$ cat config.mk
export PLATFORM = sky130hd
export DESIGN_NAME = ofdm_bitbuf_pingpong_ctrl_flat
export DESIGN_NICKNAME = d
export VERILOG_FILES = /design/src/rtl/ofdm_bitbuf_pingpong_ctrl_if.sv /design/src/rtl/ofdm_bitbuf_pingpong_ctrl.sv /design/src/flat_wrapper.sv
export SDC_FILE = /design/constraint.sdc
export NUM_CORES = 1
export LEC_CHECK = 0
export CORE_MARGIN = 3
export CORE_UTILIZATION = 30
export DETAILED_ROUTE_END_ITERATION = 12
export PLACE_DENSITY = 0.5
export SETUP_SLACK_MARGIN = 0.1
export SLEW_MARGIN = 20
export SYNTH_ARGS = -nofsm -noshare
export SYNTH_HDL_FRONTEND = slang
export SYNTH_SLANG_ARGS = --single-unit
$ cat constraint.sdc
create_clock -name clk -period 4.7 [get_ports clk]
set_input_delay 0.94 -clock clk [delete_from_list [all_inputs] [get_ports clk]]
set_output_delay 0.94 -clock clk [all_outputs]
set_load 0.01 [all_outputs]
$ cat src/rtl/ofdm_bitbuf_pingpong_ctrl_if.sv
// Stream and buffer-port bundle for the OFDM ping-pong bit buffer controller.
// The controller attaches through the slave modport; the environment through master.
interface ofdm_bitbuf_pingpong_ctrl_if;
  logic       in_bit;
  logic       in_valid;
  logic       in_ready;
  logic       out_bit;
  logic       out_valid;
  logic       out_ready;
  logic       out_last;
  logic       buf_we_a;
  logic [8:0] buf_addr_a;
  logic       buf_din_a;
  logic       buf_we_b;
  logic [8:0] buf_addr_b;
  logic       buf_dout_b;
  logic [1:0] bank_full;

  modport master (
    output in_bit, in_valid, out_ready, buf_dout_b,
    input  in_ready, out_bit, out_valid, out_last,
    input  buf_we_a, buf_addr_a, buf_din_a, buf_we_b, buf_addr_b, bank_full
  );

  modport slave (
    input  in_bit, in_valid, out_ready, buf_dout_b,
    output in_ready, out_bit, out_valid, out_last,
    output buf_we_a, buf_addr_a, buf_din_a, buf_we_b, buf_addr_b, bank_full
  );
endinterface

$ cat src/rtl/ofdm_bitbuf_pingpong_ctrl.sv
// Ping-pong controller for a 1-bit dual-port frame buffer: port A fills one bank while
// port B drains the other. Define OFDM_BITBUF_INTERLEAVE_EN for column-major readout.
module ofdm_bitbuf_pingpong_ctrl #(
  parameter int FRAME_LEN = 256,
  parameter int ROWS      = 16
) (
  input logic                        clk,
  input logic                        rst,
  ofdm_bitbuf_pingpong_ctrl_if.slave bus
);

  localparam int            AW       = 9;
  localparam logic [AW-1:0] FL_A     = AW'(FRAME_LEN);
  localparam logic [AW-1:0] LAST_IDX = AW'(FRAME_LEN - 1);

  if ((2 * FRAME_LEN > 512) || (FRAME_LEN % ROWS != 0)) begin : g_param_check
    $error("ofdm_bitbuf_pingpong_ctrl: FRAME_LEN/ROWS out of range");
  end

  typedef enum logic [1:0] {EMPTY, FILLING, FULL, DRAINING} bank_state_e;

  bank_state_e   bank_st     [2];
  bank_state_e   bank_st_nxt [2];
  logic          wbank, rbank, fbank, wbank_nxt;
  logic [AW-1:0] wcnt, rcnt;
  logic          in_ready_q, in_ready_d;
  logic          rd_pend, rd_pend_last;
  logic [1:0]    fifo_bit, fifo_last;
  logic          fifo_wp, fifo_rp;
  logic [1:0]    fifo_cnt;
  logic          fifo_nonempty;

  logic          wr_fire, wr_end;
  logic          rd_active, rd_issue, rd_end;
  logic          pop, last_pop;
  logic [2:0]    occ;
  logic [AW-1:0] wbase, rbase, raddr;

  assign wr_fire = bus.in_valid & in_ready_q;
  assign wr_end  = wr_fire && (wcnt == LAST_IDX);
  assign wbase   = wbank ? FL_A : '0;
  assign rbase   = rbank ? FL_A : '0;

  assign fifo_nonempty = (fifo_cnt != 2'd0);
  assign pop           = fifo_nonempty && bus.out_ready;
  assign last_pop      = pop && fifo_last[fifo_rp];

  // A bank is readable in the cycle the reader selects it, so the first read
  // leaves one cycle after the last write and data shows two cycles after FULL.
  assign rd_active = (bank_st[rbank] == FULL) || (bank_st[rbank] == DRAINING);
  // Credit the pop happening this cycle so the pipeline sustains 1 bit/cycle.
  assign occ       = {1'b0, fifo_cnt} + {2'b00, rd_pend} - {2'b00, pop};
  assign rd_issue  = rd_active && (occ < 3'd2);
  assign rd_end    = rd_issue && (rcnt == LAST_IDX);

`ifdef OFDM_BITBUF_INTERLEAVE_EN
  localparam int            COLS     = FRAME_LEN / ROWS;
  localparam logic [AW-1:0] COLS_A   = AW'(COLS);
  localparam logic [AW-1:0] ROW_LAST = AW'(ROWS - 1);

  logic [AW-1:0] row, row_off, col;

  // row_off tracks row*COLS incrementally so no multiplier or divider is needed.
  assign raddr = rbase + row_off + col;

  always_ff @(posedge clk or posedge rst) begin
    if (rst) begin
      row     <= '0;
      row_off <= '0;
      col     <= '0;
    end else if (rd_issue) begin
      if (rd_end) begin
        row     <= '0;
        row_off <= '0;
        col     <= '0;
      end else if (row == ROW_LAST) begin
        row     <= '0;
        row_off <= '0;
        col     <= col + 1'b1;
      end else begin
        row     <= row + 1'b1;
        row_off <= row_off + COLS_A;
      end
    end
  end
`else
  assign raddr = rbase + rcnt;
`endif

  // NOTE: every signal written here gets a default first; a missed path would infer a latch.
  always_comb begin
    for (int i = 0; i < 2; i++) begin
      bank_st_nxt[i] = bank_st[i];
      if (wbank == 1'(i)) begin
        if (wr_fire)
          bank_st_nxt[i] = (wcnt == LAST_IDX) ? FULL : FILLING;
        else if (bank_st[i] == EMPTY)
          bank_st_nxt[i] = FILLING;
      end
      if ((rbank == 1'(i)) && (bank_st[i] == FULL))
        bank_st_nxt[i] = DRAINING;
      if ((fbank == 1'(i)) && last_pop)
        bank_st_nxt[i] = EMPTY;
    end
    wbank_nxt  = wbank ^ wr_end;
    in_ready_d = (bank_st_nxt[wbank_nxt] == EMPTY) || (bank_st_nxt[wbank_nxt] == FILLING);
  end

  // NOTE: state registers use non-blocking assignments so every flop samples pre-edge values.
  always_ff @(posedge clk or posedge rst) begin
    if (rst) begin
      bank_st[0]   <= EMPTY;
      bank_st[1]   <= EMPTY;
      wbank        <= 1'b0;
      rbank        <= 1'b0;
      fbank        <= 1'b0;
      wcnt         <= '0;
      rcnt         <= '0;
      in_ready_q   <= 1'b0;
      rd_pend      <= 1'b0;
      rd_pend_last <= 1'b0;
      fifo_wp      <= 1'b0;
      fifo_rp      <= 1'b0;
      fifo_cnt     <= 2'd0;
    end else begin
      bank_st[0]   <= bank_st_nxt[0];
      bank_st[1]   <= bank_st_nxt[1];
      wbank        <= wbank_nxt;
      in_ready_q   <= in_ready_d;
      if (wr_fire)
        wcnt <= wr_end ? '0 : wcnt + 1'b1;
      if (rd_issue)
        rcnt <= rd_end ? '0 : rcnt + 1'b1;
      rbank        <= rbank ^ rd_end;
      // fbank follows the older draining bank; banks always retire in write order.
      fbank        <= fbank ^ last_pop;
      rd_pend      <= rd_issue;
      rd_pend_last <= rd_end;
      if (rd_pend)
        fifo_wp <= ~fifo_wp;
      if (pop)
        fifo_rp <= ~fifo_rp;
      fifo_cnt     <= fifo_cnt + {1'b0, rd_pend} - {1'b0, pop};
    end
  end

  // NOTE: FIFO storage is not reset; entries are only visible through fifo_cnt, which is.
  always_ff @(posedge clk) begin
    if (rd_pend) begin
      fifo_bit[fifo_wp]  <= bus.buf_dout_b;
      fifo_last[fifo_wp] <= rd_pend_last;
    end
  end

  assign bus.in_ready   = in_ready_q;
  assign bus.buf_we_a   = wr_fire;
  assign bus.buf_addr_a = wbase + wcnt;
  assign bus.buf_din_a  = wr_fire & bus.in_bit;
  assign bus.buf_we_b   = 1'b0;
  assign bus.buf_addr_b = raddr;
  assign bus.out_valid  = fifo_nonempty;
  assign bus.out_bit    = fifo_nonempty & fifo_bit[fifo_rp];
  assign bus.out_last   = fifo_nonempty & fifo_last[fifo_rp];
  assign bus.bank_full  = {(bank_st[1] == FULL) || (bank_st[1] == DRAINING),
                           (bank_st[0] == FULL) || (bank_st[0] == DRAINING)};

endmodule

$ cat src/flat_wrapper.sv
// flat-port wrapper written by rule: the top's interface ports become plain ports
module ofdm_bitbuf_pingpong_ctrl_flat 
#(
  parameter int FRAME_LEN = 256,
  parameter int ROWS      = 16
)
  (clk, rst, bus_in_bit, bus_in_valid, bus_out_ready, bus_buf_dout_b, bus_in_ready, bus_out_bit, bus_out_valid, bus_out_last, bus_buf_we_a, bus_buf_addr_a, bus_buf_din_a, bus_buf_we_b, bus_buf_addr_b, bus_bank_full);
  ofdm_bitbuf_pingpong_ctrl_if bus_i ();
  input logic clk;
  input logic rst;
  input wire logic [$bits(bus_i.in_bit)-1:0] bus_in_bit;
  input wire logic [$bits(bus_i.in_valid)-1:0] bus_in_valid;
  input wire logic [$bits(bus_i.out_ready)-1:0] bus_out_ready;
  input wire logic [$bits(bus_i.buf_dout_b)-1:0] bus_buf_dout_b;
  output wire logic [$bits(bus_i.in_ready)-1:0] bus_in_ready;
  output wire logic [$bits(bus_i.out_bit)-1:0] bus_out_bit;
  output wire logic [$bits(bus_i.out_valid)-1:0] bus_out_valid;
  output wire logic [$bits(bus_i.out_last)-1:0] bus_out_last;
  output wire logic [$bits(bus_i.buf_we_a)-1:0] bus_buf_we_a;
  output wire logic [$bits(bus_i.buf_addr_a)-1:0] bus_buf_addr_a;
  output wire logic [$bits(bus_i.buf_din_a)-1:0] bus_buf_din_a;
  output wire logic [$bits(bus_i.buf_we_b)-1:0] bus_buf_we_b;
  output wire logic [$bits(bus_i.buf_addr_b)-1:0] bus_buf_addr_b;
  output wire logic [$bits(bus_i.bank_full)-1:0] bus_bank_full;
  assign bus_i.in_bit = bus_in_bit;
  assign bus_i.in_valid = bus_in_valid;
  assign bus_i.out_ready = bus_out_ready;
  assign bus_i.buf_dout_b = bus_buf_dout_b;
  assign bus_in_ready = bus_i.in_ready;
  assign bus_out_bit = bus_i.out_bit;
  assign bus_out_valid = bus_i.out_valid;
  assign bus_out_last = bus_i.out_last;
  assign bus_buf_we_a = bus_i.buf_we_a;
  assign bus_buf_addr_a = bus_i.buf_addr_a;
  assign bus_buf_din_a = bus_i.buf_din_a;
  assign bus_buf_we_b = bus_i.buf_we_b;
  assign bus_buf_addr_b = bus_i.buf_addr_b;
  assign bus_bank_full = bus_i.bank_full;
  ofdm_bitbuf_pingpong_ctrl #(.FRAME_LEN(FRAME_LEN), .ROWS(ROWS)) u_core (.clk(clk), .rst(rst), .bus(bus_i));
endmodule
==> flow_metrics.py, run 1 <==
metrics = {
    "outcome": {
        "status": "finished, final reports clean",
    },
    "timing": {
        "worstMarginPinSlew_ns": 0.577,
        "max_freq_mhz": 302,
        "setup_viol": 0,
        "fin_tns_setup_ns": 0,
        "max-slew-margin-rel_pct": 61.3,
        "hold_violations": 0,
        "min_period_ns": 3.32,
        "rsz0062_at_grt": "no",
        "fin_crit_sh_pct": 70.6,
        "slew_viol_final": 0,
        "skew_ns": 0.00966,
        "fin_worst_hold_slack_ns": 0.453,
    },
    "routing": {
        "wl_mm": 3.38,
        "antenna_left": 0,
        "dr.pass1.iters": 4,
        "drt_iter0_drc": 31,
        "drc": 0,
        "num_vias": 1287,
        "via_per_inst": 4.60,
        "wl_per_cell_um": 12.1,
    },
    "placed_design": {
        "hpwl_mm": 2.45,
        "io_buffers": 31,
        "dpl.cell_count": 272,
        "gp_congestion": 0.705,
    },
    "floorplanning": {
        "dieArea_um2": 7220,
        "core-area_um2": 5990,
        "die_w_um": 85.0,
        "die_h_um": 85.0,
        "std_cell_rows": 28,
        "start_util_pct": 31.2,
        "ioPinCount": 33,
    },
    "power": {
        "p_total_mw": 0.696,
        "ir_drop_uv": 189,
        "p_per_area_nw_per_um2": 313,
        "power.leakage_nw": 0.985,
    },
    "clocking": {
        "cts.sinks": 36,
        "post_cts_buffers": 0,
        "cts_buffer_depth": 2,
        "clock_latency_ns": 0.29,
        "cts_made_buffers": 5,
        "cts_tree": "yes",
        "clock-root-buffer": "clkbuf_8",
        "ctsHtreeMaxLevel": 2,
        "post_cts_resized": 0,
        "cts_hold_buffers": 0,
        "cts.clk_slew.worst_paths_ns": 0.06,
    },
    "yosys": {
        "synthesis.nets": 200,
        "synth_edf_count": 4,
        "synthFlopType": "dfrtp_1",
        "ys_top_cells_by_area": "dfrtp_1, buf_4, edfxtp_1",
        "synth.largest_area_cell": "dfrtp_1",
        "ys.warnings.count": 0,
        "synth_seq_area_share_pct": 49.2,
        "synth_area_um2": 1870,
        "syn_avg_cell_area_um2": 10.0,
        "synth_cell_types": 37,
        "netlist.area_leader.share_pct": 42.8,
        "ys_async_sr_fraction_pct": 88.9,
        "ys_ff_latch": 36,
        "postSynthCellCount": 187,
    },
    "min_path": {
        "hold_class": "flip-flop to flip-flop",
    },
    "setup_path": {
        "cp-start-kind": "input pin",
        "cp_max_fo": 9,
        "required_ns": 3.76,
        "critPathKind": "input pin to output pin",
        "regToRegSetupSlack_ns": 1.97,
        "endpoint_kind": "output pin",
        "arrival_ns": 2.38,
    },
    "final_layout": {
        "nNetsFinal": 217,
        "area.growth.synth_to_final_pct": 18.9,
        "final_cell_count_no_fill": 280,
        "fillers": 595,
        "drive_above_1_share_pct": 4.39,
        "final_core_utilization_pct": 37.1,
        "n_antenna_cell": 0,
    },
    "global_route": {
        "first_global_vias": 1262,
        "grt_pass1_wl_mm": 5.91,
        "antenna_found_initial": 0,
        "gr-usage-all-layers_pct": 10.3,
        "grt_max_degree": 33,
        "overflow": 0,
    },
    "run": {
        "drv_cap": 0,
    },
}
==> power by group <==
part	switching, mW	internal [mW]	leakage [nW]
Clock	0.106	0.120	0.0455
Combinational	0.0452	0.0611	0.506
Sequential	0.0290	0.336	0.433
==> critical path, stage by stage <==
cell	delay [ns]
clkdlybuf4s50_1	0.52
nand2_1	0.22
inv_1	0.15
clkdlybuf4s50_1	0.54
==> cells by family (layout without fill, tap and decap cells) <==
| logic type | count (synthesis) | in the layout | share of synthesized area, % |
|---|---|---|---|
| flops | 36 | 36 | 49.2 |
| other cells | 1 | 1 | 0.200 |
| buf+inv | 37 | 55 | 11.0 |
| fa+ha+maj | 7 | 7 | 5.08 |
| simple gates | 59 | 59 | 16.5 |
| mux | 4 | 4 | 2.21 |
| compound gates | 30 | 30 | 9.76 |
| xor+xnor | 13 | 13 | 6.08 |
==> final cells by class <==
type,count,area (um^2),share of cell area [%]
sequential,36,921,41.4
multi-input combinational,114,746,33.5
timing repair buffer,32,318,14.3
inverter,15,56.3,2.53
clock buffer,8,90.1,4.05
tap,75,93.8,4.22
==> per-layer routing <==
metal  GRT usage [%]  share of wire [%]  up-vias  wire length (um)
met5               0                  0        -                 0
met4            5.04                1.7        0                56
met3            3.59                6.2        6               211
met2            15.5                 46       32              1550
met1            13.2                 46      597              1560
li1                -                  -      652                 -
==> synthesized netlist by cell type, types with 2 or more instances <==
cell and number:
nand4_1 4, nor2b_1 4, xnor2_1 9, o31ai_1 4, edfxtp_1 4, clkbuf_1 3
and2_1 2, buf_2 2, nand3_1 5, inv_1 15, ha_1 6, xor2_1 4
o21ai_0 12, nor3_1 3, dfrtp_1 32, nand2_1 16, a21oi_1 7, a31oi_1 2
mux2i_1 3, buf_4 17, and3_1 5, nor2_1 12, or3_1 2
==> path summary, 6_finish.rpt <==
check | depth (start not counted) | from | to
min in group asynchronous | 3 | rst | u_core.rcnt[7]
max reg2reg | 11 | u_core.fifo_cnt[1] | u_core.rcnt[7]
min | 0 | u_core.rd_pend_last | u_core.fifo_last[1]
max in group asynchronous | 3 | rst | u_core.rd_pend_last
max | 4 | bus_in_valid | bus_buf_we_a
min reg2reg | 0 | u_core.rd_pend_last | u_core.fifo_last[1]
==> stage by stage <==
| step | worst slack [ns] | cell area, um^2 |
|---|---|---|
| finish | 1.38 | 2220 |
| global route | 1.29 | 2220 |
| detailed placement | 1.21 | 2130 |
| global placement | 1.22 | 2130 |
| floorplan | 2.08 | 1870 |
| CTS | 1.37 | 2220 |
==> cells in the final DEF (no fill, tap or decap), drive strengths merged, types with 2 or more instances in the layout <==
cell type	count
o31ai	4
ha	6
and2	2
inv	15
or3	2
and3	5
o21ai	12
mux2i	3
nor4	2
clkbuf	8
a31oi	2
a21oi	7
dfrtp	32
xor2	4
nand4	4
nand2	16
edfxtp	4
nor2	12
nor3	3
nor2b	4
clkdlybuf4s50	31
xnor2	9
nand3	5
==> flip-flops by register name, indices dropped and copies added (netlist names), 2 cells and up <==
signal            cells
u_core.bank_st        4
u_core.fifo_bit       2
u_core.fifo_last      2
u_core.wcnt           9
u_core.fifo_cnt       2
u_core.rcnt           9
Note: power is estimated with default switching activity, not from simulation.
==> run 2, diff against run 1 <==
==> constraint.sdc (replaced) <==
create_clock -name clk -period 3.25 [get_ports clk]
set_input_delay 0.65 -clock clk [delete_from_list [all_inputs] [get_ports clk]]
set_output_delay 0.65 -clock clk [all_outputs]
set_load 0.01 [all_outputs]
==> flow_metrics.py, run 2 (same netlist as run 1, synthesis figures left out) <==
metrics = {
    "final_layout": {
        "nNetsFinal": 218,
        "multi_input_area_um2": 746,
        "area.growth.synth_to_final_pct": 19.4,
        "final_cell_mix": "dfrtp_1, clkdlybuf4s50_1, nand2_1",
        "n_antenna_cell": 0,
        "final_common_cell": "dfrtp_1",
        "drive_above_1_share_pct": 5.83,
        "regArea_um2": 921,
        "fillers": 602,
        "top_regs": "u_core.rcnt: 9 flops, u_core.wcnt: 9 flops, u_core.bank_st: 4 flops",
    },
    "floorplanning": {
        "dieArea_um2": 7220,
        "ioPinCount": 33,
        "start_util_pct": 31.2,
        "core-area_um2": 5990,
        "std_cell_rows": 28,
        "die_h_um": 85.0,
        "die_w_um": 85.0,
    },
    "clocking": {
        "cts_tree": "yes",
        "clock-root-buffer": "clkbuf_8",
        "ctsHtreeMaxLevel": 2,
        "clock_latency_ns": 0.29,
        "cts_buffer_depth": 2,
        "cts_made_buffers": 5,
        "post_cts_buffers": 0,
        "post_cts_resized": 0,
        "cts.sinks": 36,
        "cts.clk_slew.worst_paths_ns": 0.07,
        "cts_hold_buffers": 0,
    },
    "setup_path": {
        "crit_chain": "clkdlybuf4s50_1, nand2_1, xnor2_1, ha_1, inv_1, fa_1, xnor2_1, nand3_1, buf_4, a221o_1",
        "reg2reg_depth": 11,
        "cpPeakStageDelay_ns": 0.47,
        "required_ns": 3.43,
        "cp_slowest_cell": "clkdlybuf4s50_1",
        "r2r-end": "u_core.rcnt[3]",
        "regToRegSetupSlack_ns": 0.65,
        "endpoint_kind": "flip-flop",
        "crit_path_end": "u_core.rcnt[3]",
        "cp-start-kind": "input pin",
        "r2r_start": "u_core.fifo_cnt[1]",
        "crit_start": "bus_out_ready",
        "path_common_cell": "xnor2_1",
        "arrival_ns": 2.93,
        "cp_max_fo": 9,
        "critPathKind": "input pin to flip-flop",
    },
    "placed_design": {
        "hpwl_mm": 2.50,
        "io_buffers": 31,
        "gp_congestion": 0.713,
    },
    "timing": {
        "fin_tns_setup_ns": 0,
        "max-slew-margin-rel_pct": 60.8,
        "min_period_ns": 2.75,
        "slew_viol_final": 0,
        "fin_crit_sh_pct": 84.7,
        "worstMarginPinSlew_ns": 0.584,
        "rsz0062_at_grt": "no",
        "setup_viol": 0,
        "skew_ns": 0.00514,
        "max_freq_mhz": 363,
        "hold_violations": 0,
    },
    "global_route": {
        "gr-usage-all-layers_pct": 10.5,
        "antenna_found_initial": 0,
        "grt_max_degree": 33,
        "overflow": 0,
        "grt_pass1_wl_mm": 5.95,
        "first_global_vias": 1284,
    },
    "routing": {
        "drc": 0,
        "via_per_inst": 4.59,
        "dr.pass1.iters": 4,
        "antenna_left": 0,
        "drt_iter0_drc": 32,
        "wl_mm": 3.46,
        "wl_per_cell_um": 12.3,
        "num_vias": 1291,
    },
    "power": {
        "ir_drop_uv": 264,
        "p_total_mw": 1.01,
        "p_per_area_nw_per_um2": 452,
        "power.leakage_nw": 0.994,
    },
    "min_path": {
        "hold_class": "flip-flop to flip-flop",
    },
    "run": {
        "drv_cap": 0,
    },
    "outcome": {
        "status": "finished, final reports clean",
    },
}
## run 2: changes by cell type in the layout (fill, tap and decap cells not counted)
cell and delta:
clkinv_2 +2, clkbuf_1 -2, buf_4 +1
## run 2: cell type report
cell class	instances	share of cell area, %
sequential	36	41.2
tap	75	4.20
clock inverter	2	0.448
timing repair buffer	33	14.6
clock buffer	6	3.70
multi-input combinational	114	33.4
inverter	15	2.52
## run 2: worst max-delay path, delay by kind of cell
kind / cells / cell delay [ns]
xor gates and xnor gates: 2 / 0.30
adders and majority gates: 2 / 0.53
buffers and inverters: 3 / 0.76
AOI/OAI and AO/OA: 1 / 0.33
and+or+nand+nor: 2 / 0.35
## run 2: power breakdown
group / total, mW / switching [mW] / leakage, nW / internal [mW]
clock: 0.328 / 0.159 / 0.0510 / 0.169
combinational: 0.155 / 0.0664 / 0.510 / 0.0884
sequential: 0.527 / 0.0421 / 0.433 / 0.485
total: 1.01 / 0.267 / 0.994 / 0.743
## run 2: routing by layer
layer / wire length, um / GRT usage [%] / up-vias
met5: 0 / 0 / -
met2: 1590 / 16.4 / 26
li1: - / - / 652
met4: 60 / 4.32 / 0
met3: 165 / 3.98 / 6
met1: 1650 / 13.1 / 607
## run 2: worst min-delay path by stage
stage                                   start                  end  slack (ns)  cells past startpoint
after floorplan           u_core.rd_pend_last  u_core.fifo_last[0]        0.42                      0
after global placement    u_core.rd_pend_last  u_core.fifo_last[1]        0.45                      0
after detailed placement  u_core.rd_pend_last  u_core.fifo_last[0]        0.46                      0
after CTS                 u_core.rd_pend_last  u_core.fifo_last[1]        0.48                      0
after global routing      u_core.rd_pend_last  u_core.fifo_last[1]        0.49                      0
final                     u_core.rd_pend_last  u_core.fifo_last[1]        0.46                      0
## run 2: metrics by stage
step	util, %	hold slack (ns)	worst slack [ns]	std cells	area, um^2
global route	37.3	0.494	0.290	281	2230
floorplan	-	0.420	0.883	187	1870
CTS	37.3	0.476	0.456	281	2230
global placement	35.8	0.449	0.187	273	2140
detailed placement	35.8	0.463	0.176	273	2140
finish	37.3	0.464	0.497	281	2230
